## src/rtl/dfb_pkg.sv

```systemverilog
// Shared definitions for the $00F1xxxx register window responder.
package dfb_pkg;

    // Register index, taken from A[3:1]
    localparam logic [2:0] REG_CTRL    = 3'd0;
    localparam logic [2:0] REG_STATUS  = 3'd1;
    localparam logic [2:0] REG_SCRATCH = 3'd2;
    localparam logic [2:0] REG_REV     = 3'd3;
    localparam logic [2:0] REG_KEY     = 3'd4;
    localparam logic [2:0] REG_TICK_LO = 3'd5;
    localparam logic [2:0] REG_TICK_HI = 3'd6;
    localparam logic [2:0] REG_KERRCLR = 3'd7;

    // CTRL bit positions
    localparam int CTRL_FAST_EN    = 0;
    localparam int CTRL_ALTRAM_EN  = 1;
    localparam int CTRL_FLASH_EN   = 2;
    localparam int CTRL_BOOST_LOCK = 3;

    typedef enum logic [1:0] {
        ST_IDLE = 2'd0,
        ST_WAIT = 2'd1,
        ST_ACK  = 2'd2,
        ST_HOLD = 2'd3
    } dfb_state_t;

endpackage

```

## src/rtl/dfb_sync2.sv

```systemverilog
// Two-flop synchroniser for active-low bus strobes; idles high out of reset.
module dfb_sync2 (
    input  logic CLKOSC,
    input  logic RST,
    input  logic d,
    output logic q
);

    logic meta;

    // Two-stage capture of the asynchronous strobe
    always_ff @(posedge CLKOSC or negedge RST) begin
        if (!RST) begin
            meta <= 1'b1;
            q    <= 1'b1;
        end else begin
            meta <= d;
            q    <= meta;
        end
    end

endmodule

```

## src/rtl/dfb_reg_port.sv

```systemverilog
// Register window responder: 16-bit port, acknowledges on DSACK[1] only.
//
// state | meaning
// ------+-----------------------------------------------------------
// IDLE  | waiting for a synchronised AS with a matching A[31:16]
// WAIT  | counting wait states; abandons the cycle if AS rises
// ACK   | one cycle after the acknowledge/data/commit edge
// HOLD  | holding DSACK/DOE until AS rises, released on that edge
module dfb_reg_port
    import dfb_pkg::*;
#(
    parameter logic [15:0] BASE        = 16'h00F1,
    parameter int unsigned WAIT_STATES = 2,
    parameter logic [7:0]  REVISION    = 8'h15,
    parameter logic [7:0]  UNLOCK_KEY  = 8'hA5
) (
    input  logic        CLKOSC,
    input  logic        RST,
    input  logic [31:0] A,
    input  logic        AS,
    input  logic        DS,
    input  logic        XRW,
    input  logic [7:0]  DIN,
    input  logic [7:0]  STAT_IN,
    output logic [7:0]  DOUT,
    output logic        DOE,
    output logic [1:0]  DSACK_N,
    output logic [7:0]  CTRL,
    output logic        KEY_ERR
);

    localparam logic [2:0] WAIT_LOAD = 3'(WAIT_STATES);

    dfb_state_t  state, state_nxt;
    logic [2:0]  wcnt, wcnt_nxt;
    logic        ack_go;
    logic        as_s, ds_s, sel;
    logic [3:0]  acc_addr;
    logic        acc_rd;
    logic [2:0]  idx;
    logic        wr_even;
    logic [7:0]  rd_data;
    logic [15:0] tick;
    logic [7:0]  tick_latch;
    logic [7:0]  scratch;
    logic [7:0]  ctrl_q;
    logic        key_err_q;
    logic        key_armed;
    logic        unused_bits;

    assign unused_bits = ^{A[15:4], STAT_IN[7:6]};

    dfb_sync2 u_sync_as (.CLKOSC(CLKOSC), .RST(RST), .d(AS), .q(as_s));
    dfb_sync2 u_sync_ds (.CLKOSC(CLKOSC), .RST(RST), .d(DS), .q(ds_s));

    assign sel     = ~as_s & (A[31:16] == BASE);
    assign idx     = acc_addr[3:1];
    assign wr_even = ack_go & ~acc_rd & ~acc_addr[0];
    assign CTRL    = ctrl_q;
    assign KEY_ERR = key_err_q;

    // State and wait-counter register
    always_ff @(posedge CLKOSC or negedge RST) begin
        if (!RST) begin
            state <= ST_IDLE;
            wcnt  <= 3'd0;
        end else begin
            state <= state_nxt;
            wcnt  <= wcnt_nxt;
        end
    end

    // Next-state logic; ack_go marks the edge that acknowledges and commits
    always_comb begin
        state_nxt = state;
        wcnt_nxt  = wcnt;
        ack_go    = 1'b0;
        case (state)
            ST_IDLE: begin
                if (sel) begin
                    state_nxt = ST_WAIT;
                    wcnt_nxt  = WAIT_LOAD;
                end
            end
            ST_WAIT: begin
                if (as_s) begin
                    state_nxt = ST_IDLE;
                end else if (wcnt == 3'd0) begin
                    if (!ds_s) begin
                        state_nxt = ST_ACK;
                        ack_go    = 1'b1;
                    end
                end else begin
                    wcnt_nxt = wcnt - 3'd1;
                end
            end
            ST_ACK:  state_nxt = ST_HOLD;
            ST_HOLD: if (as_s) state_nxt = ST_IDLE;
            default: state_nxt = ST_IDLE;
        endcase
    end

    // Capture address and direction when the cycle is claimed
    always_ff @(posedge CLKOSC or negedge RST) begin
        if (!RST) begin
            acc_addr <= 4'd0;
            acc_rd   <= 1'b1;
        end else if (state == ST_IDLE && sel) begin
            acc_addr <= A[3:0];
            acc_rd   <= XRW;
        end
    end

    // Read data selection; odd bytes float high
    always_comb begin
        rd_data = 8'h00;
        case (idx)
            REG_CTRL:    rd_data = ctrl_q;
            REG_STATUS:  rd_data = {key_err_q, key_armed, STAT_IN[5:0]};
            REG_SCRATCH: rd_data = scratch;
            REG_REV:     rd_data = REVISION;
            REG_TICK_LO: rd_data = tick[7:0];
            REG_TICK_HI: rd_data = tick_latch;
            default:     rd_data = 8'h00;
        endcase
        if (acc_addr[0]) rd_data = 8'hFF;
    end

    // Bus-facing outputs: assert on the acknowledge edge, release when AS rises
    always_ff @(posedge CLKOSC or negedge RST) begin
        if (!RST) begin
            DSACK_N <= 2'b11;
            DOE     <= 1'b0;
            DOUT    <= 8'hFF;
        end else if (ack_go) begin
            DSACK_N <= 2'b01;
            DOE     <= acc_rd;
            if (acc_rd) DOUT <= rd_data;
        end else if (state == ST_HOLD && as_s) begin
            DSACK_N <= 2'b11;
            DOE     <= 1'b0;
        end
    end

    // Register writes and key protection; any completed non-KEY access disarms
    always_ff @(posedge CLKOSC or negedge RST) begin
        if (!RST) begin
            ctrl_q    <= 8'h00;
            scratch   <= 8'h00;
            key_err_q <= 1'b0;
            key_armed <= 1'b0;
        end else if (ack_go) begin
            key_armed <= (wr_even && idx == REG_KEY) ? (DIN == UNLOCK_KEY) : 1'b0;
            if (wr_even && idx == REG_CTRL && key_armed) ctrl_q <= DIN;
            if (wr_even && idx == REG_SCRATCH) scratch <= DIN;
            // A failed CTRL write takes priority over a clear
            if (wr_even && idx == REG_CTRL && !key_armed)
                key_err_q <= 1'b1;
            else if (wr_even && idx == REG_KERRCLR)
                key_err_q <= 1'b0;
        end
    end

    // Free-running tick counter; high byte frozen by a TICK_LO read
    always_ff @(posedge CLKOSC or negedge RST) begin
        if (!RST) begin
            tick       <= 16'h0000;
            tick_latch <= 8'h00;
        end else begin
            tick <= tick + 16'h0001;
            if (ack_go && acc_rd && !acc_addr[0] && idx == REG_TICK_LO)
                tick_latch <= tick[15:8];
        end
    end

endmodule

```

## config.mk

```make
export PLATFORM = sky130hd
export DESIGN_NAME = dfb_reg_port
export DESIGN_NICKNAME = d
export VERILOG_FILES = /design/src/rtl/dfb_pkg.sv /design/src/rtl/dfb_sync2.sv /design/src/rtl/dfb_reg_port.sv
export SDC_FILE = /design/constraint.sdc
export NUM_CORES = 1
export LEC_CHECK = 0
export ABC_AREA = 1
export CORE_MARGIN = 2
export CORE_UTILIZATION = 50
export DETAILED_ROUTE_END_ITERATION = 6
export PLACE_DENSITY = 0.81
export SYNTH_ARGS = -nofsm -noshare
export SYNTH_HDL_FRONTEND = slang
export SYNTH_HIERARCHICAL = 1
export SYNTH_SLANG_ARGS = --single-unit
```

## constraint.sdc

```tcl
create_clock -name CLKOSC -period 2.8 [get_ports CLKOSC]
set_input_delay 0.56 -clock CLKOSC [delete_from_list [all_inputs] [get_ports CLKOSC]]
set_output_delay 0.56 -clock CLKOSC [all_outputs]
set_load 0.01 [all_outputs]
```

# Word level (Yosys, flattened, before mapping)
# Cells that the tools add are included.
# word_totals
regBits	67
input_bits	53
out_inout_bits	20
wordCells	91
# classes
add_sub_neg	2
eq_ne	18
muxes	23
n_bitwise	6
n_reduce_logical	25
# ops
cell	n
$pmux 8 s6	1
$add 16x1->16 const B	1
$eq 16x8->1 const B	1
$mux 2	7
$eq 3x3->1 const B	4
$logic_and 1x1->1	11
$mux 1	9
$mux 3	3
$eq 8x8->1 const B	1
$mux 8	1
$pmux 2 s4	1
$reduce_and 2->1	4
$reduce_and 4->1	2
$eq 3x2->1 const B	2
$logic_not 3->1	2
$ne 2x2->1 const B	3
$pmux 3 s2	1
$reduce_bool 2->1	3
$eq 2x2->1 const B	2
$and 1x1->1	3
$eq 3x1->1 const B	1
$ne 3x2->1 const B	1
$ne 3x3->1 const B	1
$not 1->1	3
5 further kinds	6

# Depth between registers and ports, before layout
# depth
ltp_word	10
ltp_mapped	12
ltp_nobuf	12

# Modules after synthesis
# Netlist, hierarchy kept.
# by_module_without_submodules
mod	n_inst	cells_per_inst	area_each_um2	seq_area_each_um2
dfb_reg_port	1	398	3181.8	1564.0
dfb_sync2	2	2	52.6	52.6

# Least setup slack after synthesis
# No wires, ideal clock.
# synth_path
path_type	reg2reg
start	register wcnt[0]
end	register tick_latch[2]
setup_ns	0.117
arrival_ns	1.514
required_time_ns	2.683
path_slack_ns	1.169
path_stages_with_launch	13
n_path_buf	0
synth_period_minus_slack_ns	1.631
path_cell_list	dfrtp_1 -> inv_1 -> ha_1 -> ha_1 -> inv_1 -> nor2_4 -> nand2_2 -> nor2_4 -> nand2_2 -> nor2_4 -> nand2_1 -> nand2_1 -> nand2_1
# synth_between
elab_chain_len	7
# synth_lines
element	line	rtl
from (decl)	dfb_reg_port.sv:35	logic [2:0] wcnt, wcnt_nxt;
from (signal assigned)	dfb_reg_port.sv:69	wcnt <= wcnt_nxt;
$logic_not 3->1	dfb_reg_port.sv:88	end else if (wcnt == 3'd0) begin
$mux 1	dfb_reg_port.sv:88	
$mux 1	dfb_reg_port.sv:86	if (as_s) begin
$mux 1	dfb_reg_port.sv:78	case (state)
$logic_and 1x1->1 (3 in a row)	dfb_reg_port.sv:171	if (ack_go && acc_rd && !acc_addr[0] && idx == REG_TICK_LO)
to (signal assigned)	dfb_reg_port.sv:172	tick_latch <= tick[15:8];
to (decl)	dfb_reg_port.sv:44	logic [7:0] tick_latch;
# Every way passes these cells.
# A chain may end at the register's enable or synchronous reset.

# Final worst setup path
# layout_path
start	register wcnt[0]
end	register tick_latch[5]
# Same word-level chain as after synthesis.

==> impl_summary.log <==
INFO  metric status = complete, no violations
INFO  metric syn2layout_area_growth = 24.9%
INFO  metric grt_max_degree = 36
INFO  metric routedWlPerCell = 13.7 um
INFO  metric die_width = 85.1 um
INFO  metric worst_ep_arrival_time = 2360 ps
INFO  metric vias_per_cell = 5.18
INFO  metric yosys_warnings = 6
INFO  metric initial_utilization = 0.518
INFO  metric async_reset_ff_frac = 1.00
INFO  metric filler_cell_count = 530
INFO  metric post-synth-top-count-cell = nand2_1
INFO  metric combinationalPowerShare = 0.235
INFO  metric power.share.clock = 0.296
INFO  metric drive_above_1_share = 0.109
INFO  metric synth_area_per_cell = 8.18 um2
INFO  metric r2r.worst_path.cells = 12
INFO  metric complex_gate_fraction_of_the_synthesized_area = 0.0510
INFO  metric synth.mux.area_fraction = 0
INFO  metric insertion_delay = 340 ps
INFO  metric antenna_found_initial = 0
INFO  metric timing.critical_path.to_type = register
INFO  metric dr_total_vias = 2827
INFO  metric report.final.slew_viol_count = 0
INFO  metric cts_setup_buffers = 0
INFO  metric finalInstanceArea = 4110 um2
INFO  metric grt_setup_unrepaired = no
INFO  metric die_area = 7240 um2
INFO  metric gp_congestion = 0.885
INFO  metric synthXorXnorAreaFrac = 0.0373
INFO  metric synth_fa_ha_area_frac = 0.0114
INFO  metric numCtsBuffers = 9
INFO  metric postCtsResizedCells = 0
INFO  metric crit_path_start_kind = register
INFO  metric hold_violations = 0
INFO  metric antenna_left = 0
INFO  metric timing.reg2reg.setup_slack = 670 ps
INFO  metric r2r_startpoint = wcnt[0]$_DFFE_PN0P_
INFO  metric placement_rows = 29
INFO  metric antennaDiodeCount = 0
INFO  metric max_freq = 469 MHz
INFO  metric io_buffers = 57
INFO  metric dpl.hpwl = 5330 um
INFO  metric post_syn_instances = 402
INFO  metric synthTopCellsByArea = dfrtp_1 40%, nand2_1 16%, dfstp_2 11%
INFO  metric dr.pass1.iters = 4
INFO  metric synth_top_cells_by_count = 136 x nand2_1, 52 x dfrtp_1, 47 x inv_1
INFO  metric synth.net_count = 458
INFO  metric netlist.top_cell.by_area = dfrtp_1
INFO  metric clock_sink_count = 66
INFO  metric synth_seq_area_share = 0.508
INFO  metric first_global_vias = 2708
INFO  metric postSynth.topFlopCell = dfrtp_1
INFO  metric worst_slew_margin_rel = 0.491
INFO  metric synth_enable_flop_cells = 0
INFO  metric critical_path_peak_fanout = 11
INFO  metric h-tree-depth = 3
INFO  metric yosys_register_bits = 66
INFO  metric core-area = 6350 um2
INFO  metric grt_first_pass_wirelength = 12600 um
INFO  metric post-route-period-util = 0.762
INFO  metric setup_violations_final = 0
INFO  metric post_synth_and_or_nand_nor_area_fraction = 0.319
INFO  metric i_o_pin_count = 73
INFO  metric clk_pin_slew_worst_paths = 70 ps
INFO  metric hold_path_class = in -> async
INFO  metric grt_overflow = 0
INFO  metric criticalPathCategory = reg -> reg
INFO  metric setup_skew = 7.82 ps
INFO  metric power_leakage = 1.94 nW
INFO  metric power_per_cell_area = 615 nW/um2
INFO  metric synth.cell_area = 3290 um2
INFO  metric fp.dieH = 85.1 um
INFO  metric netlist-cell-type-count = 31
INFO  metric netSwitchingPower = 749 uW
INFO  metric detailed_place.area = 3930 um2
INFO  metric first_iter_violations = 195
INFO  metric timing_worst_slew_pin_value = 764 ps
INFO  metric route.final.wire_length = 7460 um
INFO  metric post_route_setup_tns = 0 ps
INFO  metric synth_top_cell_area_share = 0.396
INFO  metric cp_data_required_time = 3030 ps
INFO  metric track_usage = 0.224
INFO  metric critical_path.reg2reg.endpoint = tick_latch[5]$_DFFE_PN0P_
INFO  metric drv_cap = 0
INFO  metric holdBufCountCts = 0
INFO  metric post-route-min-period = 2130 ps
INFO  metric final_net_count = 520
INFO  metric power.ir.vdd_worst = 0.555 mV
INFO  metric cts_tree = done
INFO  metric clockRootBuffer = clkbuf_8
INFO  metric switching_share = 0.297
INFO  metric clockBufferDepth = 2
INFO  metric cell_internal_pwr = 1.77 mW
INFO  metric drcViolationCount = 0
INFO  metric seq_power_share = 0.469
INFO  metric dominant_combinational_cell_family_by_area_after_synthesis = simple AND/OR/NAND/NOR gates
## worst max-delay path, stage by stage, from the launching register on
cell and delay, ps:
dfrtp_1 380, inv_1 80, ha_1 140, ha_1 160
inv_1 80, nor2_4 90, nand2_2 70, nor2_4 100
nand2_2 200, nor2_4 280, nand2_1 240, nand2_1 120
nand2_1 70
## how the worst max path moves through the flow
stage | start | to | cells past startpoint
6_report | wcnt[0]$_DFFE_PN0P_ | tick_latch[5]$_DFFE_PN0P_ | 12
2_1_floorplan | wcnt[0]$_DFFE_PN0P_ | tick_latch[2]$_DFFE_PN0P_ | 12
4_1_cts | wcnt[0]$_DFFE_PN0P_ | tick_latch[5]$_DFFE_PN0P_ | 12
3_5_place_dp | A[19] | acc_addr[0]$_DFFE_PN0P_ | 5
3_3_place_gp | A[19] | acc_addr[2]$_DFFE_PN0P_ | 5
5_1_grt | wcnt[0]$_DFFE_PN0P_ | tick_latch[4]$_DFFE_PN0P_ | 12
## sequential cells by signal (all words and copies together) (netlist names), named ones only
signal	cells
CTRL	8
DOE	1
u_sync_ds/q	1
u_sync_ds/meta	1
DSACK_N	1
scratch	8
u_sync_as/q	1
state	1
wcnt	3
key_armed	1
u_sync_as/meta	1
acc_rd	1
tick	16
tick_latch	8
DOUT	8
KEY_ERR	1
acc_addr	4
## placed cells by master (no fill, tap or decap), types with 10 or more instances in the layout
cell type	instances
xor2_1	12
nand2_1	136
dfstp_2	14
nand4_1	10
nor2_1	25
o21ai_0	21
dfrtp_1	52
inv_1	47
clkdlybuf4s50_1	56
nand3_1	31
## through the flow
step                 util  instances  hold slack [ps]  setup WS (ps)  power, mW
global route        0.647        546              325            470       2.66
global placement    0.618        530              346            686       1.76
CTS                 0.647        546              296            676       2.54
floorplan               -        402              264           1170       1.48
detailed placement  0.618        530              347            569       1.79
finish              0.647        546              284            667       2.52
## kinds of logic after synthesis
| logic type | Yosys count |
|---|---|
| and+or+nand+nor | 229 |
| other | 1 |
| AOI/OAI and AO/OA | 30 |
| xor gates and xnor gates | 14 |
| DFF | 66 |
| buffers and inverters | 59 |
| adders and majority gates | 3 |
## power by group through the flow
stage | Combinational, mW | Sequential [mW] | Clock (mW)
finish | 0.594 | 1.18 | 0.747
global route | 0.662 | 1.20 | 0.804
CTS | 0.601 | 1.18 | 0.761
detailed placement | 0.593 | 1.20 | 0
global placement | 0.565 | 1.19 | 0
floorplan | 0.284 | 1.20 | 0
## routing by layer
metal  vias to the layer above  GRT usage  wire length [um]
met1                      1328      0.291              3350
met2                        88      0.356              3510
met4                         0     0.0981               170
met3                        18     0.0574               438
met5                         -          0                 0
li1                       1393          -                 -
## cell type report
type                    count  area (um2)  area share
well taps                  77        96.3      0.0235
flip-flops and latches     66        1670       0.407
clock buffers              13         139      0.0338
repair buffers             58         586       0.143
clock inverters             3        40.0     0.00975
inverters                  52         195      0.0475
multi-input cells         277        1380       0.336
Power figures use the tool's default switching activity.
